[src/rtl/shiftreg_pkg.sv]
// Shared types for the shift register slice: shift modes and burst FSM states.
package shiftreg_pkg;

    typedef enum logic [1:0] {
        SH_LR = 2'b00,
        SH_AR = 2'b01,
        SH_LL = 2'b10,
        SH_RR = 2'b11
    } shift_mode_e;

    typedef enum logic {
        S_IDLE = 1'b0,
        S_RUN  = 1'b1
    } state_e;

endpackage

[src/rtl/shiftreg_shift_step.sv]
// One-position combinational shift of a WIDTH-bit word; so is the bit that leaves the word.
module shift_step
    import shiftreg_pkg::*;
#(
    parameter int WIDTH = 16
) (
    input  logic [WIDTH-1:0] d,
    input  shift_mode_e      mode,
    input  logic             sr_in,
    output logic [WIDTH-1:0] q,
    output logic             so
);

    always_comb begin
        q  = d;
        so = d[0];
        case (mode)
            SH_LR: q = {sr_in, d[WIDTH-1:1]};
            SH_AR: q = {d[WIDTH-1], d[WIDTH-1:1]};
            SH_LL: begin
                q  = {d[WIDTH-2:0], sr_in};
                so = d[WIDTH-1];
            end
            SH_RR: q = {d[0], d[WIDTH-1:1]};
            default: q = d;
        endcase
    end

endmodule

[src/rtl/shiftreg_seq.sv]
// Sequential shift register with parallel load, single shifts and self-timed bursts.
// Define SHIFTREG_STEP2_EN to add the step2 port (two positions per burst cycle).
module shiftreg_seq
    import shiftreg_pkg::*;
#(
    parameter  int WIDTH = 16,
    localparam int CNT_W = $clog2(WIDTH + 1)
) (
    input  logic             clk,
    input  logic             clr_n,
    input  logic             clr,
    input  logic             ld,
    input  logic [WIDTH-1:0] data_in,
    input  logic             sft,
    input  logic [1:0]       mode,
    input  logic             sr_in,
    input  logic             start,
    input  logic [CNT_W-1:0] count,
`ifdef SHIFTREG_STEP2_EN
    input  logic             step2,
`endif
    output logic [WIDTH-1:0] data_out,
    output logic             so,
    output logic             busy,
    output logic             done,
    output state_e           dbg_state
);

    state_e            state, state_n;
    logic [WIDTH-1:0]  data_q, data_n;
    logic              so_q, so_n;
    logic              done_q, done_n;
    logic [CNT_W-1:0]  rem_q, rem_n;
    shift_mode_e       mode_q, mode_n;
    shift_mode_e       step_mode;
    logic [WIDTH-1:0]  q1;
    logic              so1;
    logic [CNT_W-1:0]  count_clamped;

    assign count_clamped = (count > CNT_W'(WIDTH)) ? CNT_W'(WIDTH) : count;
    // A burst uses the mode latched at start; single shifts use the live mode.
    assign step_mode     = (state == S_RUN) ? mode_q : shift_mode_e'(mode);

    shift_step #(.WIDTH(WIDTH)) u_step1 (
        .d     (data_q),
        .mode  (step_mode),
        .sr_in (sr_in),
        .q     (q1),
        .so    (so1)
    );

`ifdef SHIFTREG_STEP2_EN
    logic             step2_q, step2_n;
    logic [WIDTH-1:0] q2;
    logic             so2;

    shift_step #(.WIDTH(WIDTH)) u_step2 (
        .d     (q1),
        .mode  (step_mode),
        .sr_in (sr_in),
        .q     (q2),
        .so    (so2)
    );

    always_ff @(posedge clk or negedge clr_n) begin
        if (!clr_n) step2_q <= 1'b0;
        else        step2_q <= step2_n;
    end
`endif

    always_comb begin
        state_n = state;
        data_n  = data_q;
        so_n    = so_q;
        rem_n   = rem_q;
        mode_n  = mode_q;
        done_n  = 1'b0;
`ifdef SHIFTREG_STEP2_EN
        step2_n = step2_q;
`endif
        case (state)
            S_IDLE: begin
                if (clr) begin
                    data_n = '0;
                    so_n   = 1'b0;
                    rem_n  = '0;
                end else if (ld) begin
                    data_n = data_in;
                end else if (start) begin
                    rem_n  = count_clamped;
                    mode_n = shift_mode_e'(mode);
`ifdef SHIFTREG_STEP2_EN
                    step2_n = step2;
`endif
                    if (count_clamped == '0) done_n  = 1'b1;
                    else                     state_n = S_RUN;
                end else if (sft) begin
                    data_n = q1;
                    so_n   = so1;
                end
            end
            S_RUN: begin
                if (clr) begin
                    state_n = S_IDLE;
                    data_n  = '0;
                    so_n    = 1'b0;
                    rem_n   = '0;
                end else begin
`ifdef SHIFTREG_STEP2_EN
                    if (step2_q && rem_q >= CNT_W'(2)) begin
                        data_n = q2;
                        so_n   = so2;
                        rem_n  = rem_q - CNT_W'(2);
                    end else begin
                        data_n = q1;
                        so_n   = so1;
                        rem_n  = rem_q - CNT_W'(1);
                    end
`else
                    data_n = q1;
                    so_n   = so1;
                    rem_n  = rem_q - CNT_W'(1);
`endif
                    if (rem_n == '0) begin
                        state_n = S_IDLE;
                        done_n  = 1'b1;
                    end
                end
            end
            default: state_n = S_IDLE;
        endcase
    end

    always_ff @(posedge clk or negedge clr_n) begin
        if (!clr_n) begin
            state  <= S_IDLE;
            data_q <= '0;
            so_q   <= 1'b0;
            done_q <= 1'b0;
            rem_q  <= '0;
            mode_q <= SH_LR;
        end else begin
            state  <= state_n;
            data_q <= data_n;
            so_q   <= so_n;
            done_q <= done_n;
            rem_q  <= rem_n;
            mode_q <= mode_n;
        end
    end

    assign data_out  = data_q;
    assign so        = so_q;
    assign busy      = (state == S_RUN);
    assign done      = done_q;
    assign dbg_state = state;

endmodule

[config.mk]
export PLATFORM = sky130hd
export DESIGN_NAME = shiftreg_seq
export DESIGN_NICKNAME = d
export VERILOG_FILES = /design/src/rtl/shiftreg_pkg.sv /design/src/rtl/shiftreg_shift_step.sv /design/src/rtl/shiftreg_seq.sv
export SDC_FILE = /design/constraint.sdc
export NUM_CORES = 1
export LEC_CHECK = 0
export ABC_AREA = 1
export BUFFER_PORTS_ARGS = -buffer_cell sky130_fd_sc_hd__buf_2
export CAP_MARGIN = 40
export CORE_MARGIN = 4
export CORE_UTILIZATION = 47
export CTS_CLUSTER_SIZE = 10
export DETAILED_ROUTE_END_ITERATION = 10
export PLACE_DENSITY = 0.79
export SLEW_MARGIN = 0
export SYNTH_ARGS = -nofsm -noshare
export SYNTH_HDL_FRONTEND = slang
export SYNTH_SLANG_ARGS = --single-unit
[constraint.sdc]
create_clock -name clk -period 1.45 [get_ports clk]
set_clock_uncertainty 0.15 [all_clocks]
set_input_delay 0.0725 -clock clk [delete_from_list [all_inputs] [get_ports clk]]
set_output_delay 0.0725 -clock clk [all_outputs]
set_load 0.01 [all_outputs]
==> impl_metrics.json <==
{
  "status": "complete, but fails checks",
  "violations": "negative hold slack, negative setup slack",
  "syn_avg_cell_area_um2": 6.369,
  "max-slew-margin-rel_pct": 60.05,
  "cts_tree": "done",
  "p_leak_nw": 1.390,
  "place_ws_ns": -0.05600,
  "vias": 2045,
  "num-fill-cells": 300,
  "dr.pass1.iters": 7,
  "ys_async_sr_fraction_pct": 100.0,
  "start_util_pct": 48.36,
  "area_growth_pct": 40.35,
  "min_period_over_period_pct": 107.7,
  "grt_pass1_wl_um": 8638,
  "syn_nets": 310,
  "synth_largest_area_cell": "dfrtp_1",
  "viasPerCell": 5.125,
  "die_x_um": 69.38,
  "antenna_found_initial": 0,
  "insertion_delay_ns": 0.27,
  "drive_gt1_share_pct": 28.49,
  "io-pin-count": 50,
  "power.density_nw_per_um2": 904.8,
  "num_rows": 22,
  "htreeDepth": 1,
  "fin_ws_ns": -0.1114,
  "fin_cells": 399,
  "tightest_slew_ns": 0.5992,
  "required_ns": 1.47,
  "ys_types": 22,
  "mostFrequentLayoutCells": "nand2_1 (101), buf_2 (49), nand3_1 (33), dfrtp_1 (25), inv_1 (24)",
  "grt_pass1_vias": 1989,
  "cpMostUsedCell": "nand2_1",
  "finalMaxSlewViolations": 0,
  "finish.utilization_pct": 67.87,
  "grt_max_degree": 27,
  "end_kind": "flip-flop",
  "cap_viol_max_count": 0,
  "hold_slack_ns": -0.02968,
  "die-area_um2": 4813,
  "io_buffers": 49,
  "core_um2": 3661,
  "wl_per_cell_um": 12.71,
  "cts_sinks": 26,
  "cts_made_buffers": 3,
  "ys_ff_latch": 26,
  "netlist_area_um2": 1770,
  "synth_edf_count": 0,
  "cts_hold_buf": 7,
  "max_freq_mhz": 640.5,
  "synthCells": 278,
  "hold_viol": 1,
  "yosysSeqAreaShare_pct": 36.75,
  "path_class": "reg2reg",
  "globalRouteTotalUtil_pct": 21.10,
  "final-setup-viol-count": 16,
  "place.gp.congestion": 0.8341,
  "ir_worst_vdd_uv": 455.3,
  "dp_hpwl_um": 3292,
  "dp_cells": 381,
  "placed_area_um2": 2188,
  "cp_slowest_cell": "dfrtp_2",
  "wirelength_um": 5071,
  "timing.final.crit_period_ns": 1.561,
  "cp_max_fo": 7,
  "ys_warn_count": 0,
  "synth_area_leaders": "dfrtp_1 (37%), nand2_1 (23%), nand3_1 (9.9%)",
  "netlist.area_leader.share_pct": 36.75,
  "clock_path_buffers": 2,
  "start_kind": "flip-flop",
  "ant_nets": 0,
  "nNetsFinal": 384,
  "critPathArrivalTime_ns": 1.58,
  "n_antenna_cell": 0,
  "layout_commonest_cell": "nand2_1",
  "clkTransAtPathRegs_ns": 0.10,
  "root_buffer": "clkbuf_8",
  "fin_area_um2": 2485,
  "hold_class": "in2reg",
  "rsz0062_at_grt": "yes",
  "detail_route.iter0.violations": 130,
  "crit_path_max_incr_delay_ns": 0.49,
  "ys.flop_type": "dfrtp_1",
  "overflow": 0,
  "die-height_um": 69.38,
  "path_cells": "buf_6 > nand2_4 > o21ai_4 > buf_6 > nand3_1 > nand2_1 > nand2_1 > nand2_1 > nand2_1",
  "drc": 0
}
[power breakdown]
part | internal [W] | switching, W | total (W)
sequential | 0.000815 | 0.0000864 | 0.000901
combinational | 0.000374 | 0.000496 | 0.000870
clock | 0.000243 | 0.000234 | 0.000477
total | 0.00143 | 0.000817 | 0.00225
[cell usage after synthesis, drive strengths merged, types with 2 or more instances]
master  count
buf         9
o21ai      27
nand2     110
nor2       25
inv        27
a21oi       4
nand3b      2
nand4       4
dfrtp      26
clkbuf      3
ha          2
nand3      35
[stage by stage]
stage               TNS (ns)  total power [W]  hold slack, ns
floorplan            -0.2235         0.001385         -0.3731
global placement     -0.4179         0.001633        -0.02918
detailed placement   -0.6307         0.001650        -0.03142
CTS                  -0.4281         0.002195        -0.03037
global route          -2.476         0.002404        -0.01445
finish               -0.7782         0.002248        -0.02968
[final timing paths]
check | from | cells past startpoint | slack (ns) | endpoint
max reg2reg | busy | 9 | -0.11 | data_out[1]
min reg2reg | data_out[10] | 2 | 0.36 | data_out[10]
min | mode[1] | 3 | -0.03 | mode_q[1]
max in group asynchronous | clr_n | 2 | 0.55 | busy
max | busy | 9 | -0.11 | data_out[1]
min in group asynchronous | clr_n | 2 | 0.18 | data_out[14]
[sequential cells by signal, summed over array words and instances (netlist names)]
name and cells:
done 1, rem_q 5, so 1, mode_q 2, data_out 16, busy 1
[metal layers]
layer	vias to the layer above	GRT usage, %	part of all wire, %
met2	70	35.81	48
li1	1033	-	-
met1	932	27.63	45
met4	0	5.640	2.2
met3	10	3.623	4.6
met5	-	0	0
[cell families after synthesis]
family | synth area share (%)
AO/OA/AOI/OAI | 9.329
XOR/XNOR | 0.4948
buffers and inverters | 9.894
flip-flops | 36.75
AND/OR/NAND/NOR | 42.12
adder cells (fa/ha/maj) | 1.413
[worst max-delay path: cells and delay by family (launching register included)]
kind	cells	cell delay [ns]
buf+inv	2	0.32
flops	1	0.49
compound gates	1	0.13
simple gates	6	0.36
[what timing repair did]
action | in CTS | in global routing
gates resized for setup | 9 | 22
pin swaps | 12 | 3
buffers inserted | 5 | 0
setup endpoints to repair | 18 | 23
endpoints found under the hold margin | 31 | 1
cloned | 2 | 0
[final cells by class]
type	count	area, um2	area share [%]
Clock buffer	4	55.05	2.216
Sequential cell	26	651.9	26.23
Inverter	27	101.3	4.079
Tap cell	48	60.06	2.417
Multi-Input combinational cell	214	1052	42.35
Timing Repair Buffer	80	564.3	22.71
Note: power is estimated with default switching activity, not from simulation.
